[src/rtl/tt_scanner_jdl25175_pkg.sv]
// Shared types and constants for the truth-table scanner and its bench.
package tt_scanner_jdl25175_pkg;

  // Scanner FSM states, 2-bit binary encoding.
  typedef enum logic [1:0] {
    S_IDLE   = 2'd0,
    S_DRIVE  = 2'd1,
    S_SAMPLE = 2'd2,
    S_DONE   = 2'd3
  } state_e;

  // Final truth-table index; the scan ends after this one is sampled.
  localparam logic [3:0] LAST_INDEX = 4'd15;

  // Width of the settle counter (SETTLE is limited to 1..15).
  localparam int CNT_W = 4;

  // Minterm accumulator step: adds one sampled f bit to the 5-bit count.
  function automatic logic [4:0] add_bit(input logic [4:0] acc, input logic b);
    return acc + {4'd0, b};
  endfunction

endpackage

[src/rtl/settle_timer_jdl25175.sv]
// Settle counter: counts cycles while clear is low and flags when the
// count reaches SETTLE-1. Reusable by other stimulus stages.
module settle_timer_jdl25175
  import tt_scanner_jdl25175_pkg::*;
#(
  parameter int SETTLE = 1
) (
  input  logic clk,
  input  logic reset,
  input  logic clear,
  output logic expired
);

  localparam logic [CNT_W-1:0] LAST_CNT = CNT_W'(SETTLE - 1);

  logic [CNT_W-1:0] cnt_q;
  logic [CNT_W-1:0] cnt_d;

  // Next count: restart on clear, otherwise advance by one.
  always_comb begin
    cnt_d = cnt_q + CNT_W'(1);
    if (clear) cnt_d = '0;
  end

  // Counter register with asynchronous reset.
  always_ff @(posedge clk or posedge reset) begin
    if (reset) cnt_q <= '0;
    else       cnt_q <= cnt_d;
  end

  assign expired = (cnt_q == LAST_CNT);

endmodule

[src/rtl/tt_scanner_jdl25175.sv]
// Truth-table scanner: walks abcd through 0..15, holds each vector for
// SETTLE+1 cycles, samples f on the last edge, and builds the 16-bit
// table plus its minterm count. All outputs are registered.
module tt_scanner_jdl25175
  import tt_scanner_jdl25175_pkg::*;
#(
  parameter int SETTLE = 1
) (
  input  logic        clk,
  input  logic        reset,
  input  logic        start,
  input  logic        f,
  output logic [3:0]  abcd,
  output logic        busy,
  output logic        done,
  output logic [15:0] tt_table,
  output logic [4:0]  ones
);

  state_e      state_q, state_d;
  logic [3:0]  idx_q, idx_d;
  logic [3:0]  abcd_q, abcd_d;
  logic        busy_q, busy_d;
  logic        done_q, done_d;
  logic [15:0] table_q, table_d;
  logic [4:0]  ones_q, ones_d;

  logic        tmr_clear;
  logic        tmr_expired;

  // The timer only runs while a vector is being held in DRIVE; it is
  // zeroed on the edge that leaves DRIVE and everywhere else.
  assign tmr_clear = (state_q != S_DRIVE) || tmr_expired;

  settle_timer_jdl25175 #(
    .SETTLE (SETTLE)
  ) u_timer (
    .clk     (clk),
    .reset   (reset),
    .clear   (tmr_clear),
    .expired (tmr_expired)
  );

  // Next-state, index, table insert and ones accumulation.
  always_comb begin
    state_d = state_q;
    idx_d   = idx_q;
    abcd_d  = abcd_q;
    busy_d  = busy_q;
    done_d  = 1'b0;
    table_d = table_q;
    ones_d  = ones_q;
    unique case (state_q)
      S_IDLE: begin
        if (start) begin
          state_d = S_DRIVE;
          idx_d   = 4'd0;
          abcd_d  = 4'd0;
          table_d = 16'h0000;
          ones_d  = 5'd0;
          busy_d  = 1'b1;
        end
      end
      S_DRIVE: begin
        if (tmr_expired) state_d = S_SAMPLE;
      end
      S_SAMPLE: begin
        table_d[idx_q] = f;
        ones_d         = add_bit(ones_q, f);
        if (idx_q == LAST_INDEX) begin
          // Index check precedes the increment, so idx never wraps.
          state_d = S_DONE;
          busy_d  = 1'b0;
          done_d  = 1'b1;
        end else begin
          state_d = S_DRIVE;
          idx_d   = idx_q + 4'd1;
          abcd_d  = idx_q + 4'd1;
        end
      end
      S_DONE: begin
        state_d = S_IDLE;
      end
      default: begin
        state_d = S_IDLE;
      end
    endcase
  end

  // State and output registers; reset discards any partial scan.
  always_ff @(posedge clk or posedge reset) begin
    if (reset) begin
      state_q <= S_IDLE;
      idx_q   <= 4'd0;
      abcd_q  <= 4'd0;
      busy_q  <= 1'b0;
      done_q  <= 1'b0;
      table_q <= 16'h0000;
      ones_q  <= 5'd0;
    end else begin
      state_q <= state_d;
      idx_q   <= idx_d;
      abcd_q  <= abcd_d;
      busy_q  <= busy_d;
      done_q  <= done_d;
      table_q <= table_d;
      ones_q  <= ones_d;
    end
  end

  assign abcd     = abcd_q;
  assign busy     = busy_q;
  assign done     = done_q;
  assign tt_table = table_q;
  assign ones     = ones_q;

endmodule
[config.mk]
export PLATFORM = sky130hd
export DESIGN_NAME = tt_scanner_jdl25175
export DESIGN_NICKNAME = d
export VERILOG_FILES = /design/src/rtl/tt_scanner_jdl25175_pkg.sv /design/src/rtl/settle_timer_jdl25175.sv /design/src/rtl/tt_scanner_jdl25175.sv
export SDC_FILE = /design/constraint.sdc
export NUM_CORES = 1
export LEC_CHECK = 0
export ABC_AREA = 1
export BUFFER_PORTS_ARGS = -buffer_cell sky130_fd_sc_hd__buf_2
export CAP_MARGIN = 0
export CORE_ASPECT_RATIO = 0.7
export CORE_MARGIN = 2
export CORE_UTILIZATION = 40
export CTS_BUF_LIST = sky130_fd_sc_hd__clkbuf_4 sky130_fd_sc_hd__clkbuf_8
export CTS_CLUSTER_DIAMETER = 120
export DETAILED_ROUTE_END_ITERATION = 12
export PLACE_DENSITY = 0.59
export SLEW_MARGIN = 25
export SYNTH_ARGS = -nofsm -noshare
export SYNTH_HDL_FRONTEND = slang
export SYNTH_SLANG_ARGS = --single-unit
export TNS_END_PERCENT = 5
[constraint.sdc]
create_clock -name clk -period 1.5 [get_ports clk]
set_input_delay 0.15 -clock clk [delete_from_list [all_inputs] [get_ports clk]]
set_output_delay 0.15 -clock clk [all_outputs]
set_load 0.02 [all_outputs]
Yosys cells after proc, flatten, opt, wreduce, memory -nomap -nowiden
Cells that the tools add are included.
{"block": "classes", "add_sub_neg": 3, "n_lt_le_gt_ge": 2, "eq_ne": 9, "mux": 20, "reduce_logical": 9}
{"operator": "16-bit case mux with 2 select lines", "count": 1}
{"operator": "16-bit bitwise mux", "count": 1}
{"operator": "16-bit two-way mux", "count": 1}
{"operator": "4-bit two-way mux", "count": 3}
{"operator": "5-bit case mux with 2 select lines", "count": 1}
{"operator": "4-bit by 1-bit adder with 4-bit output (second input constant)", "count": 2}
{"operator": "2-bit inequality test (second input constant)", "count": 4}
{"operator": "2-bit case mux with 4 select lines", "count": 1}
{"operator": "4-bit case mux with 2 select lines", "count": 1}
{"operator": "2-bit two-way mux", "count": 3}
{"operator": "3-bit AND reduction", "count": 2}
{"operator": "5-bit by 1-bit adder with 5-bit output", "count": 1}
{"operator": "4-bit by 5-bit < comparator with 1-bit output (second input constant)", "count": 1}
{"operator": "1-bit two-way mux", "count": 5}
{"operator": "5-bit two-way mux", "count": 1}
{"operator": "1-bit demux with 4-bit select", "count": 1}
{"operator": "2-bit equality test (second input constant)", "count": 2}
{"operator": "4-bit equality test (second input constant)", "count": 1}
{"operator": "4-bit by 1-bit >= comparator with 1-bit output (second input constant)", "count": 1}
{"operator": "4-bit zero test", "count": 1}
{"operator": "2-bit AND reduction", "count": 2}
{"operator": "2-bit by 1-bit equality test with 1-bit output (second input constant)", "count": 1}
{"operator": "2-bit zero test", "count": 1}
{"operator": "2-bit by 1-bit inequality test with 1-bit output (second input constant)", "count": 1}
{"operator": "other kinds (4)", "count": 4}
{"block": "word_totals", "register_bits": 33, "elab_cells": 50}

Logic depth before layout (Yosys ltp)
{"block": "logic_depth", "depth_word": 6, "depth_mapped": 7}

Cells and area by module
From an unflattened synthesis, not the netlist that was laid out.
{"block": "hier_totals", "cells_unflattened": 240, "area_unflattened_um2": 1780.5}
{"mod": "tt_scanner_jdl25175", "instances": 1, "cells_per_inst": 217, "area_per_inst_um2": 1582.8, "seq_area_each_um2": 725.7}
{"mod": "settle_timer_jdl25175", "instances": 1, "cells_per_inst": 23, "area_per_inst_um2": 197.7, "seq_area_each_um2": 100.1}

Worst setup path after synthesis
Ideal clock, no wire load.
{"block": "synth_path", "kind": "register -> register", "start": "register, netlist name abcd[0]", "end": "register abcd_q[3], in the netlist abcd[3]", "setup_ns": 0.118, "arrival_time_ns": 1.324, "required_ns": 1.382, "path_slack_ns": 0.058, "stages_incl_launch_ff": 8, "n_path_buf": 1, "synth_period_minus_slack_ns": 1.442, "path_cell_list": "dfrtp_1 -> ha_1 -> buf_2 -> nand3_1 -> nand2_2 -> inv_2 -> nand3_1 -> nand2_1"}
{"element": "end signal: assignment", "line_no": "tt_scanner_jdl25175.sv:95", "text": "abcd_q <= 4'd0;"}
{"element": "end signal: assignment", "line_no": "tt_scanner_jdl25175.sv:103", "text": "abcd_q <= abcd_d;"}
{"element": "end: declaration", "line_no": "tt_scanner_jdl25175.sv:22", "text": "logic [3:0] abcd_q, abcd_d;"}

==> metrics.md <==
| Metric | Value |
|---|---|
| Sequential cell area fraction in the yosys report | 0.457 |
| Setup TNS | 0 ns |
| Antenna cells | 0 |
| Die Span X | 84.4 um |
| Peak VDD IR | 893 uV |
| TritonCTS clock tree | yes |
| GPL Wtd Cong | 0.858 |
| IO Count | 31 |
| Layout Utilization | 0.494 |
| Die area | 5080 um2 |
| Cell chain of the critical path | ha_2 -> nand3_1 -> nand2_2 -> inv_2 -> nand3_1 -> nand2_1 |
| GRT overflow | 0 |
| Postcts setup bufs | 0 |
| DR pass1 iterations | 5 |
| First-pass GRT wire length | 6710 um |
| Row count | 20 |
| H-tree depth | 2 |
| Hold Path Class | in -> reg |
| Net Count, Synth | 229 |
| Total CTS buffers | 5 |
| Nets | 269 |
| Initial Utilization | 0.415 |
| Final setup violation count | 0 |
| Leakage power | 1.17 nW |
| Worst-case clock buffer depth | 2 |
| DP Wirelength | 2800 um |
| Port Buf Inserts | 30 |
| Register area | 828 um2 |
| Fin crit period | 1.36 ns |
| Area Overhead vs Synth | 19.0% |
| Worst r2r src | abcd[1]$_DFFE_PP0P_ |
| Total chip power | 3.27 mW |
| Hold Violations, Final | 0 |
| Mapped Cells | 216 |
| Critical Path RT | 1.67 ns |
| Root Buffer Master | clkbuf_8 |
| Max cap viols | 0 |
| Crit path from | abcd[1]$_DFFE_PP0P_ |
| DRC | 0 |
| Vias per cell | 4.69 |
| Core area | 4350 um2 |
| Layout cells sized above 1 | 0.254 |
| Post-DRT Antenna Nets | 0 |
| Skew final | 0.00335 ns |
| CP max FO | 7 |
| Pins Over Slew Limit | 0 |
| FFs w/ async S/R, synth | 1.00 |
| Setup crit end kind | register |
| Post-DR wirelength/cell | 12.4 um |
| Clock latency on the worst-skew pair | 0.28 ns |
| Slew margin rel. | 0.722 |
| Ys flop type | dfrtp_1 |
| Top cells by area, synth | dfrtp_1 46%, nand2_1 14%, nand3_1 9.1% |
| Final cycle utilization of the critical path | 0.904 |
| Area after DPL | 2050 um2 |
| Top-area cell type share of the netlist area | 0.457 |
| Vias | 1459 |
| Critical Path AT | 1.52 ns |
| Synthesized area per cell | 8.37 um2 |
| Total Routed Length | 3850 um |
| Kind of critical path | reg -> reg |
| Post-synth EDFFs | 0 |
| Hold Startpoint | f |
| Syn Std Cell Area | 1810 um2 |
| Yosys warns | 0 |
| RSZ-0062 raised after global routing | false |
| 1st-iter DRT viols | 51 |
| Clock-pin transition on the worst setup and hold timing paths | 0.06 ns |
| Clk sinks | 33 |
| Total track usage | 0.171 |
| Fmax | 0.738 GHz |
| Fin Hold WS | 0.213 ns |
| Area of the multi-input gates | 877 um2 |
| Layout Cell Area excl Fill | 2150 um2 |
| Critical Path Start Type | register |
| Die height | 60.3 um |
| CP max stage delay | 0.42 ns |
| Synth Register Bits | 33 |
| Pwr Density | 1520 nW/um2 |
| Most common cell on crit path | nand3_1 |
| Largest net degree at the start of global routing | 34 |
| Vias in the first global route | 1331 |
| Fillcell total | 454 |
| Worst slew pin tran | 0.415 ns |
| Max stage delay cell, worst path | dfrtp_2 |
| Initial antenna violation count | 0 |
| Status | finished clean |
| Unique masters post-synth | 24 |
| Yosys top cell by area | dfrtp_1 |
[Yosys cell counts (2+ instances only)]
| library cell | instances |
|---|---|
| nand4_1 | 3 |
| o21a_1 | 2 |
| nor2_4 | 6 |
| ha_1 | 9 |
| o21ai_2 | 4 |
| dfrtp_1 | 33 |
| buf_2 | 2 |
| o21ai_1 | 2 |
| a21boi_0 | 9 |
| nand2_1 | 69 |
| or2_2 | 2 |
| nor2_1 | 12 |
| inv_1 | 18 |
| nand3_1 | 33 |
| nand2_2 | 2 |
| inv_2 | 2 |
[cell type report]
class,instances,area share
Sequential cell,33,0.385
Clock buffer,7,0.0419
Timing Repair Buffer,38,0.0988
Multi-Input combinational cell,158,0.408
Inverter,20,0.0349
Tap cell,55,0.0320
[final timing paths]
| path | endpoint | slack [ns] | cells after the start |
|---|---|---|---|
| max | abcd[0]$_DFFE_PP0P_ | 0.14 | 6 |
| max in group asynchronous | abcd[0]$_DFFE_PP0P_ | 0.68 | 4 |
| min in group asynchronous | u_timer.cnt_q[3]$_DFF_PP0_ | 0.50 | 4 |
| max reg2reg | abcd[0]$_DFFE_PP0P_ | 0.14 | 6 |
| min reg2reg | tt_table[7]$_DFFE_PP0P_ | 0.50 | 2 |
| min | tt_table[15]$_DFFE_PP0P_ | 0.21 | 3 |
[timing repair]
item / CTS / global route
resized for setup: 0 / 3
setup endpoints to repair: 0 / 6
endpoints found under the hold margin: 33 / 0
hold buffers: 1 / 0
[where the power goes]
part	switching (mW)	internal (mW)
combinational	0.919	0.460
clock	0.302	0.382
sequential	0.180	1.03
total	1.40	1.87
[routing by layer]
| layer | share of wire | global-route usage | vias to the layer above |
|---|---|---|---|
| met4 | 0.0088 | 0.0476 | 0 |
| met5 | 0 | 0 | - |
| met3 | 0.039 | 0.0442 | 5 |
| met2 | 0.40 | 0.248 | 27 |
| met1 | 0.55 | 0.253 | 658 |
| li1 | - | - | 769 |
[cells in the final DEF (no fill, tap or decap)]
cell | synthesis | final
nand3_1 | 33 | 33
buf_2 | 2 | 30
o21ai_1 | 2 | 2
o21a_1 | 2 | 2
buf_4 | 1 | 7
clkbuf_8 | 0 | 6
nor2_8 | 1 | 1
ha_1 | 9 | 8
nand2_1 | 69 | 69
nor2_4 | 6 | 6
nand2_4 | 1 | 1
nor2_1 | 12 | 12
dlygate4sd3_1 | 0 | 1
xor2_1 | 1 | 1
xnor2_1 | 1 | 1
a21boi_0 | 9 | 9
ha_2 | 0 | 1
inv_2 | 2 | 2
nand4_1 | 3 | 3
inv_1 | 18 | 18
dfrtp_2 | 0 | 2
clkbuf_4 | 0 | 1
o21ai_2 | 4 | 4
or2_2 | 2 | 2
dfrtp_1 | 33 | 31
o21ai_0 | 1 | 1
nand2_2 | 2 | 2
[per-stage QoR]
stage / instances / setup WS (ns)
detailed placement: 303 / 0.0533
global placement: 303 / 0.0546
floorplan: 216 / 0.0581
global route: 311 / 0.0204
finish: 311 / 0.144
CTS: 311 / 0.0343
[flip-flops by register name, indices dropped and copies added (netlist names)]
| register | flops |
|---|---|
| tt_table | 16 |
| u_timer.cnt_q | 4 |
| abcd | 4 |
| done | 1 |
| busy | 1 |
| state_q | 2 |
| ones | 5 |
[critical path, delay by kind of cell, from the launching register on]
kind,cells,cell delay [ns]
AND/OR/NAND/NOR,4,0.50
flip-flops,1,0.42
adder cells (fa/ha/maj),1,0.26
buffers and inverters,1,0.06
[kinds of logic after synthesis]
logic type                 count (synthesis)  synth area share
and+or+nand+nor                          129             0.338
DFF                                       33             0.457
buffers and inverters                     25            0.0595
AOI/OAI and AO/OA                         18            0.0733
adders and majority gates                  9            0.0623
xor gates and xnor gates                   2           0.00969
(Power assumes the default switching activity.)
